--- config.mk ---
export PLATFORM = sky130hd
export DESIGN_NAME = sram_port_arbiter
export DESIGN_NICKNAME = d
export VERILOG_FILES = /design/src/rtl/arb_pkg.sv /design/src/rtl/rr_pick.sv /design/src/rtl/sram_port_arbiter.sv
export SDC_FILE = /design/constraint.sdc
export NUM_CORES = 1
export LEC_CHECK = 0
export CELL_PAD_IN_SITES_DETAIL_PLACEMENT = 2
export CELL_PAD_IN_SITES_GLOBAL_PLACEMENT = 2
export CORE_AREA = 2 2 258 260
export CTS_BUF_LIST = sky130_fd_sc_hd__clkbuf_8
export DETAILED_ROUTE_END_ITERATION = 8
export DIE_AREA = 0 0 260 262
export GPL_TIMING_DRIVEN = 0
export HOLD_SLACK_MARGIN = 0.1
export PLACE_DENSITY = 0.61
export SLEW_MARGIN = 20
export SYNTH_ARGS = -nofsm -noshare
export SYNTH_HDL_FRONTEND = slang
export SYNTH_SLANG_ARGS = --single-unit
--- constraint.sdc ---
create_clock -name clk -period 2.9 [get_ports clk]
set_input_delay 0.58 -clock clk [delete_from_list [all_inputs] [get_ports clk]]
set_output_delay 0.58 -clock clk [all_outputs]
set_load 0.01 [all_outputs]
--- src/rtl/arb_pkg.sv ---
// Shared types for the pixel SRAM port arbiter: FSM states and requester indices.
package arb_pkg;

    typedef enum logic [1:0] {
        IDLE    = 2'd0,
        OWNED   = 2'd1,
        RELEASE = 2'd2
    } arb_state_e;

    localparam int REQ_BURST_WR  = 0;
    localparam int REQ_SINGLE_WR = 1;
    localparam int REQ_TX_RD     = 2;

endpackage

--- src/rtl/rr_pick.sv ---
// Combinational round-robin selector: first requester at or after last_owner+1 (mod N_REQ).
module rr_pick #(
    parameter int N_REQ = 3,
    parameter int IDX_W = (N_REQ > 1) ? $clog2(N_REQ) : 1
) (
    input  logic [N_REQ-1:0] req,
    input  logic [IDX_W-1:0] last_owner,
    output logic [IDX_W-1:0] winner,
    output logic             found
);

    localparam logic [IDX_W:0] N_S = (IDX_W+1)'(N_REQ);

    logic [IDX_W:0] cand;

    // One extra bit lets last_owner+k wrap with a single conditional subtract.
    always_comb begin
        winner = '0;
        found  = 1'b0;
        cand   = '0;
        for (int k = 1; k <= N_REQ; k++) begin
            cand = {1'b0, last_owner} + (IDX_W+1)'(k);
            if (cand >= N_S) begin
                cand = cand - N_S;
            end
            if (!found && req[cand[IDX_W-1:0]]) begin
                found  = 1'b1;
                winner = cand[IDX_W-1:0];
            end
        end
    end

endmodule

--- src/rtl/sram_port_arbiter.sv ---
// Shares the RGB pixel SRAM port between sequencers: round-robin grant with lock,
// idle-lock timeout, and tagged read returns routed back to the issuing requester.
module sram_port_arbiter
    import arb_pkg::*;
#(
    parameter int N_REQ        = 3,
    parameter int ADDR_W       = 14,
    parameter int DATA_W       = 32,
    parameter int RD_LAT       = 1,
    parameter int LOCK_TIMEOUT = 4096
) (
    input  logic                      clk,
    input  logic                      rst,
    input  logic [N_REQ-1:0]          req,
    input  logic [N_REQ-1:0]          we,
    input  logic [N_REQ-1:0]          lock,
    input  logic [N_REQ*ADDR_W-1:0]   addr,
    input  logic [N_REQ*DATA_W-1:0]   wdata_r,
    input  logic [N_REQ*DATA_W-1:0]   wdata_g,
    input  logic [N_REQ*DATA_W-1:0]   wdata_b,
    output logic [N_REQ-1:0]          gnt,
    output logic [N_REQ-1:0]          rvalid,
    output logic [DATA_W-1:0]         rdata_r,
    output logic [DATA_W-1:0]         rdata_g,
    output logic [DATA_W-1:0]         rdata_b,
    output logic                      sram_wr_en,
    output logic                      sram_rd_en,
    output logic [ADDR_W-1:0]         sram_addr,
    output logic [DATA_W-1:0]         sram_wdata_r,
    output logic [DATA_W-1:0]         sram_wdata_g,
    output logic [DATA_W-1:0]         sram_wdata_b,
    input  logic [DATA_W-1:0]         sram_rdata_r,
    input  logic [DATA_W-1:0]         sram_rdata_g,
    input  logic [DATA_W-1:0]         sram_rdata_b,
    output logic                      arb_busy,
    output logic                      lock_timeout
);

    localparam int               IDX_W    = (N_REQ > 1) ? $clog2(N_REQ) : 1;
    localparam int               CNT_W    = $clog2(LOCK_TIMEOUT);
    localparam logic [CNT_W-1:0] CNT_LAST = CNT_W'(LOCK_TIMEOUT - 1);

    logic [N_REQ-1:0][ADDR_W-1:0] addr_a;
    logic [N_REQ-1:0][DATA_W-1:0] wdata_r_a, wdata_g_a, wdata_b_a;

    assign addr_a    = addr;
    assign wdata_r_a = wdata_r;
    assign wdata_g_a = wdata_g;
    assign wdata_b_a = wdata_b;

    arb_state_e        state_q, state_d;
    logic [IDX_W-1:0]  owner_q, owner_d;
    logic [IDX_W-1:0]  last_owner_q, last_owner_d;
    logic [CNT_W-1:0]  idle_cnt_q, idle_cnt_d;
    logic [N_REQ-1:0]  gnt_q, gnt_d;
    logic              lock_to_q, lock_to_d;
    logic              acc_wr, acc_rd;

    logic [RD_LAT-1:0]             vld_pipe_q, vld_pipe_d;
    logic [RD_LAT-1:0][IDX_W-1:0]  tag_pipe_q, tag_pipe_d;

    logic [IDX_W-1:0] winner;
    logic             found;

    rr_pick #(
        .N_REQ (N_REQ),
        .IDX_W (IDX_W)
    ) u_pick (
        .req        (req),
        .last_owner (last_owner_q),
        .winner     (winner),
        .found      (found)
    );

    always_comb begin
        state_d      = state_q;
        owner_d      = owner_q;
        last_owner_d = last_owner_q;
        idle_cnt_d   = idle_cnt_q;
        gnt_d        = gnt_q;
        lock_to_d    = 1'b0;
        acc_wr       = 1'b0;
        acc_rd       = 1'b0;
        sram_addr    = '0;
        sram_wdata_r = '0;
        sram_wdata_g = '0;
        sram_wdata_b = '0;

        case (state_q)
            IDLE: begin
                if (found) begin
                    state_d        = OWNED;
                    owner_d        = winner;
                    gnt_d          = '0;
                    gnt_d[winner]  = 1'b1;
                    idle_cnt_d     = '0;
                end
            end

            OWNED: begin
                if (req[owner_q]) begin
                    acc_wr       = we[owner_q];
                    acc_rd       = ~we[owner_q];
                    sram_addr    = addr_a[owner_q];
                    sram_wdata_r = wdata_r_a[owner_q];
                    sram_wdata_g = wdata_g_a[owner_q];
                    sram_wdata_b = wdata_b_a[owner_q];
                end
                // Dropping lock with a final access still performs it, then releases.
                if (!lock[owner_q]) begin
                    state_d = RELEASE;
                    gnt_d   = '0;
                end else if (req[owner_q]) begin
                    idle_cnt_d = '0;
                end else if (idle_cnt_q == CNT_LAST) begin
                    state_d   = RELEASE;
                    gnt_d     = '0;
                    lock_to_d = 1'b1;
                end else if (idle_cnt_q != '1) begin
                    idle_cnt_d = idle_cnt_q + CNT_W'(1);
                end
            end

            RELEASE: begin
                last_owner_d = owner_q;
                state_d      = IDLE;
            end

            default: state_d = IDLE;
        endcase
    end

    // Read tag pipeline keeps shifting regardless of who owns the port now.
    always_comb begin
        vld_pipe_d    = '0;
        tag_pipe_d    = '0;
        vld_pipe_d[0] = acc_rd;
        tag_pipe_d[0] = owner_q;
        for (int i = 1; i < RD_LAT; i++) begin
            vld_pipe_d[i] = vld_pipe_q[i-1];
            tag_pipe_d[i] = tag_pipe_q[i-1];
        end
    end

    always_ff @(posedge clk) begin
        if (rst) begin
            state_q      <= IDLE;
            owner_q      <= '0;
            last_owner_q <= IDX_W'(N_REQ - 1);
            idle_cnt_q   <= '0;
            gnt_q        <= '0;
            lock_to_q    <= 1'b0;
            vld_pipe_q   <= '0;
            tag_pipe_q   <= '0;
        end else begin
            state_q      <= state_d;
            owner_q      <= owner_d;
            last_owner_q <= last_owner_d;
            idle_cnt_q   <= idle_cnt_d;
            gnt_q        <= gnt_d;
            lock_to_q    <= lock_to_d;
            vld_pipe_q   <= vld_pipe_d;
            tag_pipe_q   <= tag_pipe_d;
        end
    end

    for (genvar g = 0; g < N_REQ; g++) begin : g_rv
        assign rvalid[g] = vld_pipe_q[RD_LAT-1] && (tag_pipe_q[RD_LAT-1] == IDX_W'(g));
    end

    assign gnt          = gnt_q;
    assign sram_wr_en   = acc_wr;
    assign sram_rd_en   = acc_rd;
    assign arb_busy     = (state_q != IDLE);
    assign lock_timeout = lock_to_q;
    assign rdata_r      = sram_rdata_r;
    assign rdata_g      = sram_rdata_g;
    assign rdata_b      = sram_rdata_b;

endmodule

==> metrics.md, run 1 <==
| Metric | Value |
|---|---|
| Status | finished clean |
| Die Area | 68,120 um^2 |
| Initial cell density of the core | 7.359% |
| Clock period minus worst slack | 2.809 ns |
| Max FO, Critical Path | 7 |
| Pin count of the biggest net entering global routing | 14 |
| Root buf cell | clkbuf_8 |
| I/O pin count | 653 |
| Final Cycle Share | 96.86% |
| DR iter-0 viols | 220 |
| Antenna violations before repair | 10 |
| Worst-path cell chain | buf_12, clkbuf_8, buf_12, buf_4, buf_12, buf_6, mux2i_1, nor2_1, a21oi_1, nor2_1, dlygate4sd2_1 |
| Layout cells sized above 1 | 18.95% |
| WP data arrival | 2.23 ns |
| CTS tree | yes |
| Crit end category | primary output |
| Mapped Cells | 745 |
| Worst Path Required | 2.32 ns |
| Pre-Repair DR Iteration Count | 4 |
| Async SR Flop Fraction | 0% |
| PwrDens | 224.6 nW/um^2 |
| Worst Max-Slew Pin Slew | 0.5760 ns |
| Cell Area, Synth | 4803 um^2 |
| First-pass GRT wire length | 57,980 um |
| F_max | 356.0 MHz |
| Worst-path cell with the longest stage delay | dfxtp_2 |
| Cell mode on critical path | buf_12 |
| VDD IR-drop max | 0.1739 mV |
| Fin Clk Skew | 0.005788 ns |
| Filler cells | 7,691 |
| Hpwl dp | 37,210 um |
| CTS buffer count | 3 |
| DP Cell Count | 2,166 |
| Final total power | 2707 uW |
| Setup ws final | 0.09093 ns |
| Final Hold Fails | 0 |
| DR vias/cell | 3.439 |
| Synthesis-to-layout area growth | 151.0% |
| Wirelength, routed | 43,760 um |
| Flops & latches, synth | 25 |
| Vias after detailed routing | 7,563 |
| Nets | 1,777 |
| Clk Latency, worst-skew pair | 0.28 ns |
| # H-tree levels | 1 |
| Vias in the first global route | 8,264 |
| Setup WS pre-CTS | -1.356 ns |
| Ys flop type | dfxtp_1 |
| Synthesized Nets | 1,186 |
| Most frequent cells in the layout | clkdlybuf4s50_1, nor2_1, a21oi_1 |
| Distinct cells, synth | 43 |
| Clock-pin transition on the worst setup and hold timing paths | 0.10 ns |
| GPL Wtd Cong | 0.7585 |
| Register area share after synthesis | 10.42% |
| Relative slew slack | 61.60% |
| Grt ovf | 0 |
| Critical path class | flop to primary output |
| Clk buf depth | 2 |
| Die height | 262 um |
| Clk sinks | 25 |
| Antenna cells | 0 |
| Area of the multi-input gates | 3402 um^2 |
| Die X | 260 um |
| RSZ-0062 raised after global routing | yes |
| Average size of a mapped cell | 6.447 um^2 |
| Startpoint types | flop |
| Post-synth EDFFs | 0 |
| Port bufs | 556 |
| Setup violators final | 0 |
| Most common cell after layout, fill and taps aside | clkdlybuf4s50_1 |
| Num rows | 94 |
| Routed len/inst | 19.90 um |
| Total track usage | 11.70% |
| Final Max Slew Viols | 0 |
| Final Instance Count excl. Fillers | 2,199 |
| Setup_tns | 0 ns |
| Worst path max stage delay | 0.34 ns |
| Yosys warnings | 0 |
| Antenna Nets Post-Route | 0 |
| CORE AREA | 65,280 um^2 |
| Register Area | 503.0 um^2 |
| MaxCap Viol Count | 0 |
| DRC viols | 0 |
| Leakage | 0.004810 uW |
| Hold crit path type | flop to flop |
-- stage by stage --
| stage | hold WS (ns) | util (%) | area (um^2) |
|---|---|---|---|
| finish | 0.4856 | 18.47 | 12060 |
| global route | 0.5262 | 18.47 | 12060 |
| CTS | 0.4870 | 18.46 | 12050 |
| detailed placement | 0.4630 | 17.58 | 11470 |
| global placement | 0.4598 | 17.54 | 11450 |
| floorplan | 0.4604 | - | 4803 |
-- flip-flops by register name, summed over array words and instances, names as in the netlist --
register	cells
last_owner_q	2
idle_cnt_q	12
lock_timeout	1
gnt	3
state_q	2
owner_q	2
tag_pipe_q	2
vld_pipe_q	1
-- cells in the mapped netlist, drive strengths merged (2+ instances only) --
master,number,area (um^2)
nor2,243,912.1
buf,128,875.8
a21oi,123,615.6
mux2i,115,1151
dfxtp,25,500.5
clkbuf,23,86.33
xnor2,11,96.34
inv,8,30.03
a211oi,7,72.57
nand2,7,26.28
nand2b,7,43.79
nor2b,7,51.30
nand3,6,30.03
nand4,5,31.28
ha,4,50.05
a21boi,2,15.02
a22oi,2,15.01
a2bb2oi,2,17.52
a31oi,2,27.53
and3b,2,17.52
o21ai,2,10.00
-- critical path, delay by kind of cell, from the launching register on --
family / cells / cell delay [ns]
mux: 1 / 0.11
simple gates: 2 / 0.30
flops: 1 / 0.34
buf+inv: 7 / 1.12
compound gates: 1 / 0.06
-- layout make-up --
cell class	count	area share [%]
plain buffers	147	10.38
clock buffers	3	0.3425
clock inverters	1	0.03114
inverters	8	0.2491
multi-input cells	561	28.22
flip-flops and latches	25	4.172
well taps	864	8.967
repair buffers	590	47.64
-- kinds of logic (layout without fill, tap and decap cells) --
family,Yosys count,after routing,share of synthesized area (%)
simple gates,283,283,23.99
buf+inv,159,749,20.66
compound gates,148,148,17.92
mux,115,115,23.96
flops,25,25,10.42
xor+xnor,11,11,2.006
fa+ha+maj,4,4,1.042
-- routing by layer --
metal,share of wire (%),vias to the layer above,global-route usage [%]
li1,-,3580,-
met1,38,3557,13.42
met2,53,395,22.67
met3,7.5,29,2.546
met4,0.86,2,1.086
met5,0.027,-,0
-- what timing repair did --
item                       CTS  global route
gates resized for setup    277            74
hold buffers                 0             0
hold endpoints to repair     0             0
setup endpoints to repair  112           102
pin swaps                    1             1
cloned                       1             1
buffers inserted            24             7
-- path summary, 6_finish.rpt --
kind         cells after the start                to  slack, ns            start
min reg2reg                      2            gnt[1]       0.49           gnt[1]
min                              2            gnt[1]       0.49           gnt[1]
max reg2reg                     10     idle_cnt_q[0]       0.30  last_owner_q[0]
max                             11  sram_wdata_r[20]       0.09       owner_q[1]
-- report_power, final --
part | switching (uW) | leakage [uW] | total, uW | internal (uW)
logic | 941 | 0.00458 | 2120 | 1180
registers | 13.4 | 0.000204 | 373 | 359
clock network | 122 | 0.0000269 | 217 | 95.3
(Power assumes the default switching activity.)
==> run 2, diff against run 1 <==
--- a/config.mk
+++ b/config.mk
@@ -18,3 +18,4 @@
 export SYNTH_ARGS = -nofsm -noshare
 export SYNTH_HDL_FRONTEND = slang
 export SYNTH_SLANG_ARGS = --single-unit
+export TNS_END_PERCENT = 1
==> run 2 against run 1 <==
The run now ends with negative setup slack left. Via count shrank 1.1%. Non-clock buffer count shrank 21. Cell count shrank 0.95%. Clock-buffer cell count is the same. Worst setup slack lost 0.10 ns. Utilization shrank 0.44 points. Total power shrank 3.2%. Critical path type unchanged. Critical endpoint is now sram_wdata_b[24]. Largest power group unchanged.
==> metrics.md, run 2 (synthesized netlist as in run 1, its figures left out) <==
| Metric | Value |
|---|---|
| CTS buffer count | 3 (unchanged) |
| DR vias/cell | 3.435 (was 3.439) |
| PwrDens | 222.7 nW/um^2 (was 224.6 nW/um^2) |
| # H-tree levels | 1 (unchanged) |
| Most frequent cells in the layout | clkdlybuf4s50_1, nor2_1, a21oi_1 (unchanged) |
| Clock period minus worst slack | 2.909 ns (was 2.809 ns) |
| Reg with most FFs | idle_cnt_q (unchanged) |
| VDD IR-drop max | 0.1743 mV (was 0.1739 mV) |
| Switching part of the total power | 40.43% (was 39.75%) |
| Initial cell density of the core | 7.359% (unchanged) |
| Max reg flops | 12 (unchanged) |
| Clk buf depth | 2 (unchanged) |
| Final hold slack | 0.4854 ns (was 0.4856 ns) |
| Clock share of power | 8.3% (was 8.0%) |
| Setup ws final | -0.009027 ns (was 0.09093 ns) |
| Die X | 260 um (unchanged) |
| Critical path class | flop to primary output (unchanged) |
| Clk sinks | 25 (unchanged) |
| Worst-path cell chain | buf_12, nor2b_4, buf_4, clkbuf_4, a21oi_1, nor2_1, clkdlybuf4s50_1 (was buf_12, clkbuf_8, buf_12, buf_4, buf_12, buf_6, mux2i_1, nor2_1, a21oi_1, nor2_1, dlygate4sd2_1) |
| Worst Path Required | 2.32 ns (about the same) |
| Synthesis-to-layout area growth | 145.0% (was 151.0%) |
| Die height | 262 um (unchanged) |
| Hold crit path type | flop to flop (unchanged) |
| Vias in the first global route | 8,188 (was 8,264) |
| Status | complete, but fails checks (was finished clean) |
| Fin Clk Skew | 0.004602 ns (was 0.005788 ns) |
| Failing checks | negative setup slack |
| Total track usage | 11.61% (was 11.70%) |
| Final Max Slew Viols | 0 (unchanged) |
| Worst-path cell with the longest stage delay | clkdlybuf4s50_1 (was dfxtp_2) |
| Clk Latency, worst-skew pair | 0.28 ns (about the same) |
| Worst Max-Slew Pin Slew | 0.6655 ns (was 0.5760 ns) |
| CORE AREA | 65,280 um^2 (unchanged) |
| RSZ-0062 raised after global routing | yes (unchanged) |
| Root buf cell | clkbuf_8 (unchanged) |
| Final Cycle Share | 100.3% (was 96.86%) |
| Routed len/inst | 19.93 um (was 19.90 um) |
| Crit end category | primary output (unchanged) |
| DR iter-0 viols | 201 (was 220) |
| Top routing layer used | met5 (unchanged) |
| Metal3 WL | 3044 um (was 3268 um) |
| MaxCap Viol Count | 0 (unchanged) |
| Final total power | 2621 uW (was 2707 uW) |
| DRC viols | 0 (unchanged) |
| Relative slew slack | 55.63% (was 61.60%) |
| Leakage | 0.004638 uW (was 0.004810 uW) |
| Met2 wire len | 22,890 um (was 23,310 um) |
| Antenna Nets Post-Route | 0 (unchanged) |
| Startpoint types | flop (unchanged) |
| Vias after detailed routing | 7,482 (was 7,563) |
| Most common cell after layout, fill and taps aside | clkdlybuf4s50_1 (unchanged) |
| Layout cells sized above 1 | 16.06% (was 18.95%) |
| Hpwl dp | 37,210 um (unchanged) |
| Kind of cell adding the most delay to the critical path | buffers and inverters (unchanged) |
| Max FO, Critical Path | 10 (was 7) |
| CTS tree | yes (unchanged) |
| Sequential share of power | 14.2% (was 13.8%) |
| Pin count of the biggest net entering global routing | 14 (unchanged) |
| Worst path max stage delay | 0.55 ns (was 0.34 ns) |
| I/O pin count | 653 (unchanged) |
| Grt ovf | 0 (unchanged) |
| Pre-Repair DR Iteration Count | 4 (unchanged) |
| Int Power | 1561 uW (was 1631 uW) |
| DRT met1 WL | 16,880 um (was 16,790 um) |
| Final Hold Fails | 0 (unchanged) |
| Antenna cells | 0 (unchanged) |
| Logic pwr share | 77.5% (was 78.2%) |
| Net switching power | 1060 uW (was 1076 uW) |
| WP buf/inv | 4 (was 7) |
| WP data arrival | 2.33 ns (was 2.23 ns) |
| Die Area | 68,120 um^2 (unchanged) |
| Reg2Reg Setup Slack | 0.29 ns (was 0.30 ns) |
| Port bufs | 556 (unchanged) |
| Wirelength, routed | 43,410 um (was 43,760 um) |
| Num rows | 94 (unchanged) |
| F_max | 343.8 MHz (was 356.0 MHz) |
| First-pass GRT wire length | 57,570 um (was 57,980 um) |
| Nets | 1,756 (was 1,777) |
| Antenna violations before repair | 10 (unchanged) |
| GPL Wtd Cong | 0.7585 (unchanged) |
| Clock-pin transition on the worst setup and hold timing paths | 0.09 ns (was 0.10 ns) |
| Setup violators final | 3 (was 0) |
## run 2: area by class of cell
cell class / instances / area, um^2
fillers: 7712 / 53510
repair buffers: 565 / 5482
multi-input cells: 561 / 3392
plain buffers: 151 / 1235
well taps: 864 / 1081
flip-flops and latches: 25 / 503.0
clock buffers: 3 / 41.29
inverters: 8 / 30.03
clock inverters: 1 / 3.754
## run 2: power groups by stage
stage | registers (uW) | clock network (uW) | logic [uW]
3_3_place_gp | 378 | 0 | 2000
3_5_place_dp | 379 | 0 | 2030
6_report | 373 | 216 | 2030
4_1_cts | 373 | 231 | 2060
5_1_grt | 375 | 243 | 2210
2_1_floorplan | 378 | 0 | 806
## run 2: final timing paths
| kind | cells after the start | from | endpoint |
|---|---|---|---|
| worst max-delay path | 7 | owner_q[0] | sram_wdata_b[24] |
| worst min-delay path | 2 | gnt[1] | gnt[1] |
| worst max register to register | 10 | last_owner_q[0] | idle_cnt_q[0] |
| worst min register to register | 2 | gnt[1] | gnt[1] |
## run 2: per-layer routing
layer  GRT usage (%)  up-vias
met2           22.24      402
met4           1.549        2
met1           13.37     3507
met5               0        -
li1                -     3538
met3           2.508       33
## run 2: worst min-delay path, cell delays in order, from the launching register on
cell     delay [ns]
dfxtp_1        0.33
nand2_1        0.06
a21oi_1        0.06
## run 2: stage by stage
step                      cell area [um^2]  util (%)  instances  TNS (ns)  worst slack [ns]
final                                11770     18.03       2178  -0.01455         -0.009027
after CTS                            11710     17.94       2177    -2.964           -0.1831
after global placement               11450     17.54       2165   -177.62            -1.851
after global routing                 11770     18.03       2178    -2.529           -0.1659
after detailed placement             11470     17.58       2166   -129.74            -1.356
after floorplan                       4803         -        745         0            0.6127
## run 2: timing repair
item                       4_1_cts  5_1_grt
pin swaps                        1        0
setup endpoints to repair      112      103
buffers inserted                 6        1
hold buffers                     0        0
gates resized for setup        232       70
gates cloned                     1        0
==> run 3, diff against run 2 <==
--- a/config.mk
+++ b/config.mk
@@ -14,6 +14,7 @@
 export GPL_TIMING_DRIVEN = 0
 export HOLD_SLACK_MARGIN = 0.1
 export PLACE_DENSITY = 0.61
+export SKIP_CTS_REPAIR_TIMING = 1
 export SLEW_MARGIN = 20
 export SYNTH_ARGS = -nofsm -noshare
 export SYNTH_HDL_FRONTEND = slang
==> run 3 against run 2 <==
The flow still finishes with violations (negative setup slack). Highest routed layer unchanged. Total power is 0.89% lower. Utilization is 0.32 points higher. Critical endpoint is now sram_wdata_g[22]. Register-to-register slack about the same. First-iteration DRC count fell by 7.0%.
==> metrics.md, run 3 (synthesized netlist as in run 1, its figures left out) <==
| Metric | Value |
|---|---|
| Port bufs | 556 (unchanged) |
| Die height | 262 um (unchanged) |
| Crit path launch | owner_q[0] (unchanged) |
| Critical path class | flop to primary output (unchanged) |
| Hold endpoint | gnt[1] (unchanged) |
| Pin count of the biggest net entering global routing | 14 (unchanged) |
| CTS buffer count | 3 (unchanged) |
| Cell area after placement | 11,470 um^2 (unchanged) |
| RR Endpoint | idle_cnt_q[0] (unchanged) |
| Grt ovf | 0 (unchanged) |
| Worst reg2reg path depth | 10 (unchanged) |
| MaxCap Viol Count | 0 (unchanged) |
| Routed len/inst | 19.75 um (was 19.93 um) |
| Initial cell density of the core | 7.359% (unchanged) |
| Die X | 260 um (unchanged) |
| Max reg flops | 12 (unchanged) |
| CORE AREA | 65,280 um^2 (unchanged) |
| PwrDens | 216.9 nW/um^2 (was 222.7 nW/um^2) |
| Startpoint types | flop (unchanged) |
| Final Hold Fails | 0 (unchanged) |
| Status | complete, but fails checks (unchanged) |
| Crit end category | primary output (unchanged) |
| Reg with most FFs | idle_cnt_q (unchanged) |
| Failing checks | negative setup slack (unchanged) |
| Antenna violations before repair | 10 (unchanged) |
| Die Area | 68,120 um^2 (unchanged) |
| Most frequent cells in the layout | clkdlybuf4s50_1, nor2_1, a21oi_1 (unchanged) |
| Relative slew slack | 54.16% (was 55.63%) |
| Setup violators final | 12 (was 3) |
| Worst Path Required | 2.32 ns (about the same) |
| Final Max Slew Viols | 0 (unchanged) |
| I/O pin count | 653 (unchanged) |
| VDD IR-drop max | 0.1729 mV (was 0.1743 mV) |
| Clk buf depth | 2 (unchanged) |
| Clk sinks | 25 (unchanged) |
| Hold crit path type | flop to flop (unchanged) |
| Pre-Repair DR Iteration Count | 6 (was 4) |
| Synthesis-to-layout area growth | 149.3% (was 145.0%) |
| Final Cycle Share | 102.9% (was 100.3%) |
| Vias after detailed routing | 7,423 (was 7,482) |
| Clock-pin transition on the worst setup and hold timing paths | 0.09 ns (about the same) |
| First-pass GRT wire length | 57,020 um (was 57,570 um) |
| Clock period minus worst slack | 2.984 ns (was 2.909 ns) |
| Setup ws final | -0.08409 ns (was -0.009027 ns) |
| Reg2Reg Setup Slack | 0.28 ns (was 0.29 ns) |
| Vias in the first global route | 8,154 (was 8,188) |
| Layout cells sized above 1 | 13.52% (was 16.06%) |
| Root buf cell | clkbuf_8 (unchanged) |
| Nets | 1,751 (was 1,756) |
| Fin Clk Skew | 0.003837 ns (was 0.004602 ns) |
| DR iter-0 viols | 187 (was 201) |
| Wirelength, routed | 42,920 um (was 43,410 um) |
| Num rows | 94 (unchanged) |
| Antenna Nets Post-Route | 0 (unchanged) |
| Most common cell after layout, fill and taps aside | clkdlybuf4s50_1 (unchanged) |
| DRC viols | 0 (unchanged) |
| CTS tree | yes (unchanged) |
| Hpwl dp | 37,210 um (unchanged) |
| Hold path cells | 2 (unchanged) |
| Max FO, Critical Path | 10 (unchanged) |
| Reg2reg start | last_owner_q[0] (unchanged) |
| Fin util | 18.35% (was 18.03%) |
| F_max | 335.1 MHz (was 343.8 MHz) |
| Design Area, Final | 11,980 um^2 (was 11,770 um^2) |
| WP data arrival | 2.40 ns (was 2.33 ns) |
| RSZ-0062 raised after global routing | yes (unchanged) |
| Antenna cells | 0 (unchanged) |
| DR vias/cell | 3.416 (was 3.435) |
| GPL Wtd Cong | 0.7585 (unchanged) |
| Leakage | 0.005823 uW (was 0.004638 uW) |
| Clk Latency, worst-skew pair | 0.28 ns (about the same) |
| # H-tree levels | 1 (unchanged) |
| Worst Max-Slew Pin Slew | 0.6875 ns (was 0.6655 ns) |
| HP Start | gnt[1] (unchanged) |
| Total track usage | 11.47% (was 11.61%) |
run 3: worst max-delay path, cell delays in order, from the launching register on:
cell and delay [ns]:
dfxtp_1 0.35, buf_8 0.17, nor2b_4 0.30, a2bb2oi_2 0.10, nand2b_4 0.20, buf_12 0.18
buf_6 0.15, nor2_1 0.10, clkdlybuf4s50_1 0.54
run 3: cell type report:
cell class	count	area [um^2]
plain buffers	151	1142
repair buffers	560	5811
flip-flops and latches	25	500.5
clock inverters	1	3.754
fillers	7664	53300
multi-input cells	561	3366
clock buffers	3	41.29
inverters	8	30.03
well taps	864	1081
run 3: worst max path at each step:
| stage | end | slack, ns | cells after the start |
|---|---|---|---|
| 2_1_floorplan | sram_addr[0] | 0.61 | 6 |
| 3_3_place_gp | sram_wdata_b[19] | -1.85 | 8 |
| 3_5_place_dp | sram_wdata_b[19] | -1.36 | 8 |
| 4_1_cts | sram_wdata_b[19] | -1.37 | 8 |
| 5_1_grt | sram_wdata_g[2] | -0.25 | 7 |
| 6_report | sram_wdata_g[22] | -0.08 | 8 |
run 3: where the power goes:
part | total (uW) | switching, uW | internal [uW]
Clock | 214 | 119 | 95.2
Combinational | 2010 | 901 | 1110
Sequential | 372 | 12.8 | 359
Total | 2600 | 1030 | 1570
run 3: per-layer routing:
metal	part of all wire, %	up-vias	GRT usage (%)
met4	0.90	2	1.086
met5	0.030	-	0
li1	-	3529	-
met1	38	3473	13.13
met2	54	391	22.19
met3	7.2	28	2.604
run 3: per-stage QoR:
step	power, uW	cells	worst slack [ns]	setup TNS (ns)	hold WS [ns]
finish	2598	2173	-0.08409	-0.4884	0.4860
global route	2807	2173	-0.2505	-3.686	0.5257
CTS	2642	2170	-1.367	-134.37	0.4870
detailed placement	2405	2166	-1.356	-129.74	0.4630
global placement	2375	2165	-1.851	-177.62	0.4598
floorplan	1184	745	0.6127	0	0.4604
